$ cat config.mk
export PLATFORM = sky130hd
export DESIGN_NAME = aes_key_expand
export DESIGN_NICKNAME = d
export VERILOG_FILES = /design/src/rtl/aes_key_expand.sv
export SDC_FILE = /design/constraint.sdc
export NUM_CORES = 2
export LEC_CHECK = 0
export ABC_AREA = 1
export CAP_MARGIN = 40
export CORE_MARGIN = 10
export CORE_UTILIZATION = 60
export CTS_BUF_LIST = sky130_fd_sc_hd__clkbuf_8
export CTS_CLUSTER_DIAMETER = 40
export CTS_CLUSTER_SIZE = 14
export DETAILED_ROUTE_END_ITERATION = 8
export PLACE_DENSITY = 0.89
export SLEW_MARGIN = 20
export SYNTH_ARGS = -nofsm -noshare
export SYNTH_HDL_FRONTEND = slang
export SYNTH_SLANG_ARGS = --single-unit
$ cat constraint.sdc
create_clock -name clk -period 17.8 [get_ports clk]
set_input_delay 1.78 -clock clk [delete_from_list [all_inputs] [get_ports clk]]
set_output_delay 1.78 -clock clk [all_outputs]
set_load 0.005 [all_outputs]
$ cat src/rtl/aes_key_expand.sv
// AES-128 key-schedule engine: emits round keys 0..NR in order over a valid/ready handshake.
// Optional KEY_EXP_STORE_EN adds an 11-entry round-key store with a registered read port.

module sbox (
    input  logic [7:0] in_i,
    output logic [7:0] out_o
);

    function automatic logic [7:0] gf_mul(input logic [7:0] a, input logic [7:0] b);
        logic [7:0] p;
        logic [7:0] aa;
        p  = 8'h00;
        aa = a;
        for (int i = 0; i < 8; i++) begin
            if (b[i]) begin
                p = p ^ aa;
            end else begin
                p = p;
            end
            aa = {aa[6:0], 1'b0} ^ (aa[7] ? 8'h1b : 8'h00);
        end
        return p;
    endfunction

    // Multiplicative inverse as a^254 (maps 0 to 0 naturally)
    function automatic logic [7:0] gf_inv(input logic [7:0] a);
        logic [7:0] r;
        logic [7:0] sq;
        r  = 8'h01;
        sq = a;
        for (int k = 1; k < 8; k++) begin
            sq = gf_mul(sq, sq);
            r  = gf_mul(r, sq);
        end
        return r;
    endfunction

    function automatic logic [7:0] affine(input logic [7:0] b);
        return b ^ {b[6:0], b[7]} ^ {b[5:0], b[7:6]} ^ {b[4:0], b[7:5]} ^ {b[3:0], b[7:4]} ^ 8'h63;
    endfunction

    assign out_o = affine(gf_inv(in_i));

endmodule

module aes_key_expand #(
    parameter int NR    = 10,
    parameter int IDX_W = 4
) (
    input  logic             clk,
    input  logic             rst_n,
    input  logic             start,
    input  logic [127:0]     key,
    input  logic             flush,
    output logic             busy,
    output logic             rk_valid,
    input  logic             rk_ready,
    output logic [127:0]     round_key,
    output logic [IDX_W-1:0] round_idx,
    output logic             done
`ifdef KEY_EXP_STORE_EN
    ,
    input  logic [IDX_W-1:0] rd_idx,
    output logic [127:0]     rd_key,
    output logic             store_full
`endif
);

    typedef enum logic [0:0] {
        ST_IDLE = 1'b0,
        ST_EMIT = 1'b1
    } state_e;

    localparam logic [IDX_W-1:0] LAST_IDX = IDX_W'(NR);
    localparam logic [IDX_W-1:0] ZERO_IDX = {IDX_W{1'b0}};
    localparam logic [IDX_W-1:0] ONE_IDX  = {{(IDX_W-1){1'b0}}, 1'b1};

    state_e             state_q, state_d;
    logic [127:0]       key_q, key_d;
    logic [IDX_W-1:0]   idx_q, idx_d;
    logic [7:0]         rcon_q, rcon_d;
    logic               done_q, done_d;

    logic [31:0]        rot_s;
    logic [31:0]        sub_s;
    logic [31:0]        t_s;
    logic [31:0]        w0_s, w1_s, w2_s, w3_s;
    logic [127:0]       next_key_s;
    logic               accept_s;

    function automatic logic [7:0] xtime(input logic [7:0] x);
        return {x[6:0], 1'b0} ^ (x[7] ? 8'h1b : 8'h00);
    endfunction

    assign rot_s = {key_q[23:0], key_q[31:24]};

    for (genvar b = 0; b < 4; b++) begin : g_sbox
        sbox u_sbox (
            .in_i  (rot_s[8*b +: 8]),
            .out_o (sub_s[8*b +: 8])
        );
    end

    assign t_s        = sub_s ^ {rcon_q, 24'h000000};
    assign w0_s       = key_q[127:96] ^ t_s;
    assign w1_s       = key_q[95:64]  ^ w0_s;
    assign w2_s       = key_q[63:32]  ^ w1_s;
    assign w3_s       = key_q[31:0]   ^ w2_s;
    assign next_key_s = {w0_s, w1_s, w2_s, w3_s};

    assign accept_s = (state_q == ST_EMIT) && rk_ready && !flush;

    // Next-state logic: flush overrides everything, including a pending accept
    always_comb begin
        state_d = state_q;
        key_d   = key_q;
        idx_d   = idx_q;
        rcon_d  = rcon_q;
        done_d  = 1'b0;
        if (flush) begin
            state_d = ST_IDLE;
            idx_d   = ZERO_IDX;
            rcon_d  = 8'h01;
        end else begin
            case (state_q)
                ST_IDLE: begin
                    if (start) begin
                        state_d = ST_EMIT;
                        key_d   = key;
                        idx_d   = ZERO_IDX;
                        rcon_d  = 8'h01;
                    end else begin
                        state_d = ST_IDLE;
                    end
                end
                ST_EMIT: begin
                    if (rk_ready) begin
                        if (idx_q == LAST_IDX) begin
                            state_d = ST_IDLE;
                            done_d  = 1'b1;
                        end else begin
                            key_d  = next_key_s;
                            idx_d  = idx_q + ONE_IDX;
                            rcon_d = xtime(rcon_q);
                        end
                    end else begin
                        state_d = ST_EMIT;
                    end
                end
                default: begin
                    state_d = ST_IDLE;
                end
            endcase
        end
    end

    // State and key registers
    always_ff @(posedge clk or negedge rst_n) begin
        if (!rst_n) begin
            state_q <= ST_IDLE;
            key_q   <= 128'h0;
            idx_q   <= ZERO_IDX;
            rcon_q  <= 8'h01;
            done_q  <= 1'b0;
        end else begin
            state_q <= state_d;
            key_q   <= key_d;
            idx_q   <= idx_d;
            rcon_q  <= rcon_d;
            done_q  <= done_d;
        end
    end

    assign busy      = (state_q != ST_IDLE);
    assign rk_valid  = (state_q == ST_EMIT);
    assign round_key = key_q;
    assign round_idx = idx_q;
    assign done      = done_q;

`ifdef KEY_EXP_STORE_EN
    logic [127:0] store_q [0:NR];
    logic [127:0] rd_key_q;
    logic         full_q, full_d;

    // Full flag: cleared by flush or an accepted start, set when the last key lands
    always_comb begin
        full_d = full_q;
        if (flush || ((state_q == ST_IDLE) && start)) begin
            full_d = 1'b0;
        end else if (accept_s && (idx_q == LAST_IDX)) begin
            full_d = 1'b1;
        end else begin
            full_d = full_q;
        end
    end

    // Key store and registered read port; contents survive flush
    always_ff @(posedge clk or negedge rst_n) begin
        if (!rst_n) begin
            for (int i = 0; i <= NR; i++) begin
                store_q[i] <= 128'h0;
            end
            rd_key_q <= 128'h0;
            full_q   <= 1'b0;
        end else begin
            if (accept_s) begin
                store_q[idx_q] <= key_q;
            end
            rd_key_q <= (rd_idx <= LAST_IDX) ? store_q[rd_idx] : 128'h0;
            full_q   <= full_d;
        end
    end

    assign rd_key     = rd_key_q;
    assign store_full = full_q;
`endif

endmodule

==> flow_metrics.env <==
export IMPL_fin_cells=16500
export IMPL_viasPerCell=5.68
export IMPL_synth_compound_area_frac=0.0473
export IMPL_syn_area_mm2=0.0747
export IMPL_synth_async_reset_ratio=1.00
export IMPL_drc_errors=7
export IMPL_finalCriticalPeriod_ns=16.63
export IMPL_synth_edff_count=0
export IMPL_worst_path_max_fanout=20
export IMPL_start_kind="flop"
export IMPL_utilization=0.631
export IMPL_multiInputGateArea_mm2=0.0622
export IMPL_grt_max_degree=88
export IMPL_finalCritPeriodShare=0.934
export IMPL_die_h_um=373
export IMPL_finalWirelength_mm=257
export IMPL_tritoncts_num_buffers=17
export IMPL_dr_pass1_iters=9
export IMPL_cts_setup_buffers=0
export IMPL_fin_area_mm2=0.0780
export IMPL_syn_nets=15000
export IMPL_dpl_cell_count=16500
export IMPL_nNetsFinal=15000
export IMPL_drv_cap=0
export IMPL_fmax_mhz=60.1
export IMPL_status="finished with violations"
export IMPL_synth_seq_cells=142
export IMPL_cp_arrival_ns=17.12
export IMPL_skew_ns=0.0238
export IMPL_grt_ovfl_total=0
export IMPL_io_buffers=267
export IMPL_htreeDepth=4
export IMPL_grt_pass1_vias=81800
export IMPL_end_kind="flop"
export IMPL_synth_area_per_cell_um2=5.02
export IMPL_n_fill_cell=12500
export IMPL_routedWlPerCell_um=15.6
export IMPL_setup_viol=0
export IMPL_drive_above_1_share=0.0732
export IMPL_start_util=0.604
export IMPL_ys_seq_area_frac=0.0476
export IMPL_clk_transition_reported_paths_ns=0.12
export IMPL_fin_tns_setup_ns=0
export IMPL_synth_mux_area_frac=0
export IMPL_hold_viol=0
export IMPL_antenna_found_initial=15
export IMPL_hold_path_class="flop to flop"
export IMPL_netlist_cell_type_count=63
export IMPL_ff_latch_area_mm2=0.00356
export IMPL_worst_setup_path_type="flop to flop"
export IMPL_gp_congestion=1.06
export IMPL_clockBufferDepth=2
export IMPL_yosys_area_share_simple=0.615
export IMPL_die_area_mm2=0.139
export IMPL_drv_slew=0
export IMPL_ant_nets=0
export IMPL_dieWidth_um=373
export IMPL_num_rows=129
export IMPL_cts_tree="yes"
export IMPL_crit_top_cell="nand2_1"
export IMPL_synth_top_family_by_area="simple AND/OR/NAND/NOR gates"
export IMPL_grt_usage=0.346
export IMPL_cp_required_ns=18.29
export IMPL_clock_sinks=142
export IMPL_place_area_mm2=0.0775
export IMPL_syn_inst=14900
export IMPL_tightest_slew_ns=0.923
export IMPL_num_vias=93600
export IMPL_cts_root_buf="clkbuf_8"
export IMPL_synth_fa_ha_area_frac=0.00352
export IMPL_violations="DRC"
export IMPL_dp_hpwl_mm=204
export IMPL_synth_xor_area_frac=0.167
export IMPL_synthFlopType="dfrtp_1"
export IMPL_cpPeakStageDelay_ns=0.77
export IMPL_cp_slowest_cell="dfrtp_1"
export IMPL_rsz0062_at_grt="no"
export IMPL_first_iter_violations=11700
export IMPL_grt_pass1_wl_mm=412
export IMPL_coreArea_mm2=0.124
export IMPL_max_slew_margin=0.380
export IMPL_syn_to_final_growth_pct=4.44
export IMPL_clk_latency_ns=0.61
export IMPL_ys_warn_count=0
export IMPL_io_pins=268
-- layer usage --
metal / global-route usage / wire length, µm / up-vias
li1: - / - / 46300
met1: 0.442 / 101000 / 41100
met2: 0.529 / 107000 / 5374
met3: 0.104 / 36500 / 833
met4: 0.159 / 12200 / 20
met5: 0 / 398 / -
-- cells in the final DEF, fill, tap and decap left out, types with 244 or more instances in the layout --
cell type / count
nand3_1: 2156
xnor2_1: 357
nor2_1: 1068
xor2_1: 872
inv_1: 1362
nand2_2: 400
nand2_1: 6420
clkdlybuf4s50_1: 266
o21ai_0: 244
inv_2: 292
-- synthesized netlist by cell type (21+ instances only) --
library cell / count / area (µm²)
nand3_1: 2156 / 10800
o21bai_1: 41 / 308
ha_1: 21 / 263
nand2_2: 396 / 2480
xnor2_2: 22 / 358
nand2_1: 6424 / 24100
buf_6: 45 / 507
o21ai_0: 244 / 1220
nand4_1: 151 / 945
inv_2: 292 / 1100
nand3b_1: 209 / 1570
o22ai_1: 88 / 551
buf_4: 108 / 811
inv_1: 1363 / 5120
buf_2: 140 / 701
nand2_4: 45 / 507
or2_1: 55 / 344
o211ai_1: 23 / 173
xnor2_1: 357 / 3130
dfrtp_1: 141 / 3530
o21ai_1: 88 / 440
nor2_2: 35 / 219
nand3_2: 44 / 440
xor2_1: 874 / 7650
a21oi_1: 120 / 601
clkbuf_1: 75 / 282
nor2_1: 1069 / 4010
clkinv_1: 41 / 154
xor2_2: 61 / 992
-- metrics by stage --
| stage | hold slack [ns] | setup WS [ns] |
|---|---|---|
| 2_1_floorplan | 0.502 | 4.91 |
| 3_3_place_gp | 0.530 | 1.81 |
| 3_5_place_dp | 0.539 | 1.47 |
| 4_1_cts | 0.557 | 1.39 |
| 5_1_grt | 0.595 | 0.0795 |
| 6_report | 0.552 | 1.17 |
-- layout make-up --
cell class,count,share of cell area
inverters,1706,0.0826
multi-input cells,12600,0.798
well taps,1637,0.0263
clock inverters,15,0.00194
diodes,6,0.000193
clock buffers,17,0.00300
flip-flops and latches,142,0.0457
repair buffers,347,0.0425
-- registers in the layout, summed over array words and instances, names as in the netlist --
signal,cells
round_key,128
done,1
round_idx,4
rcon_q,8
busy,1
-- path summary, 6_finish.rpt --
kind	start	endpoint	slack, ns	cells after the start
min reg2reg	rcon_q[0]$_DFFE_PN1P_	rcon_q[0]$_DFFE_PN1P_	0.55	2
max in group asynchronous	rst_n	round_key[17]$_DFFE_PN0P_	15.76	3
min in group asynchronous	rst_n	busy$_DFF_PN0_	1.09	1
min	rcon_q[0]$_DFFE_PN1P_	rcon_q[0]$_DFFE_PN1P_	0.55	2
max	round_key[8]$_DFFE_PN0P_	round_key[19]$_DFFE_PN0P_	1.17	94
max reg2reg	round_key[8]$_DFFE_PN0P_	round_key[19]$_DFFE_PN0P_	1.17	94
-- kinds of logic after synthesis --
logic type / after synthesis
and+or+nand+nor: 10600
buffers and inverters: 2100
xor gates and xnor gates: 1327
AOI/OAI and AO/OA: 634
DFF: 142
adders and majority gates: 21
-- worst max-delay path: cells and delay by family, from the launching register on --
kind            cells  cell delay, ns
compound gates      2            0.31
xor+xnor            9            2.54
fa+ha+maj           2            0.71
buf+inv            16            2.50
flops               1            0.77
simple gates       65            9.56
-- repair_timing --
action / in CTS / in global routing
gates resized for setup: 0 / 10
hold buffers: 0 / 0
setup endpoints to repair: 0 / 32
Power is left out: the tool's default activity adds up to more than one toggle a clock period on the data nets, which glitch-free logic cannot reach.
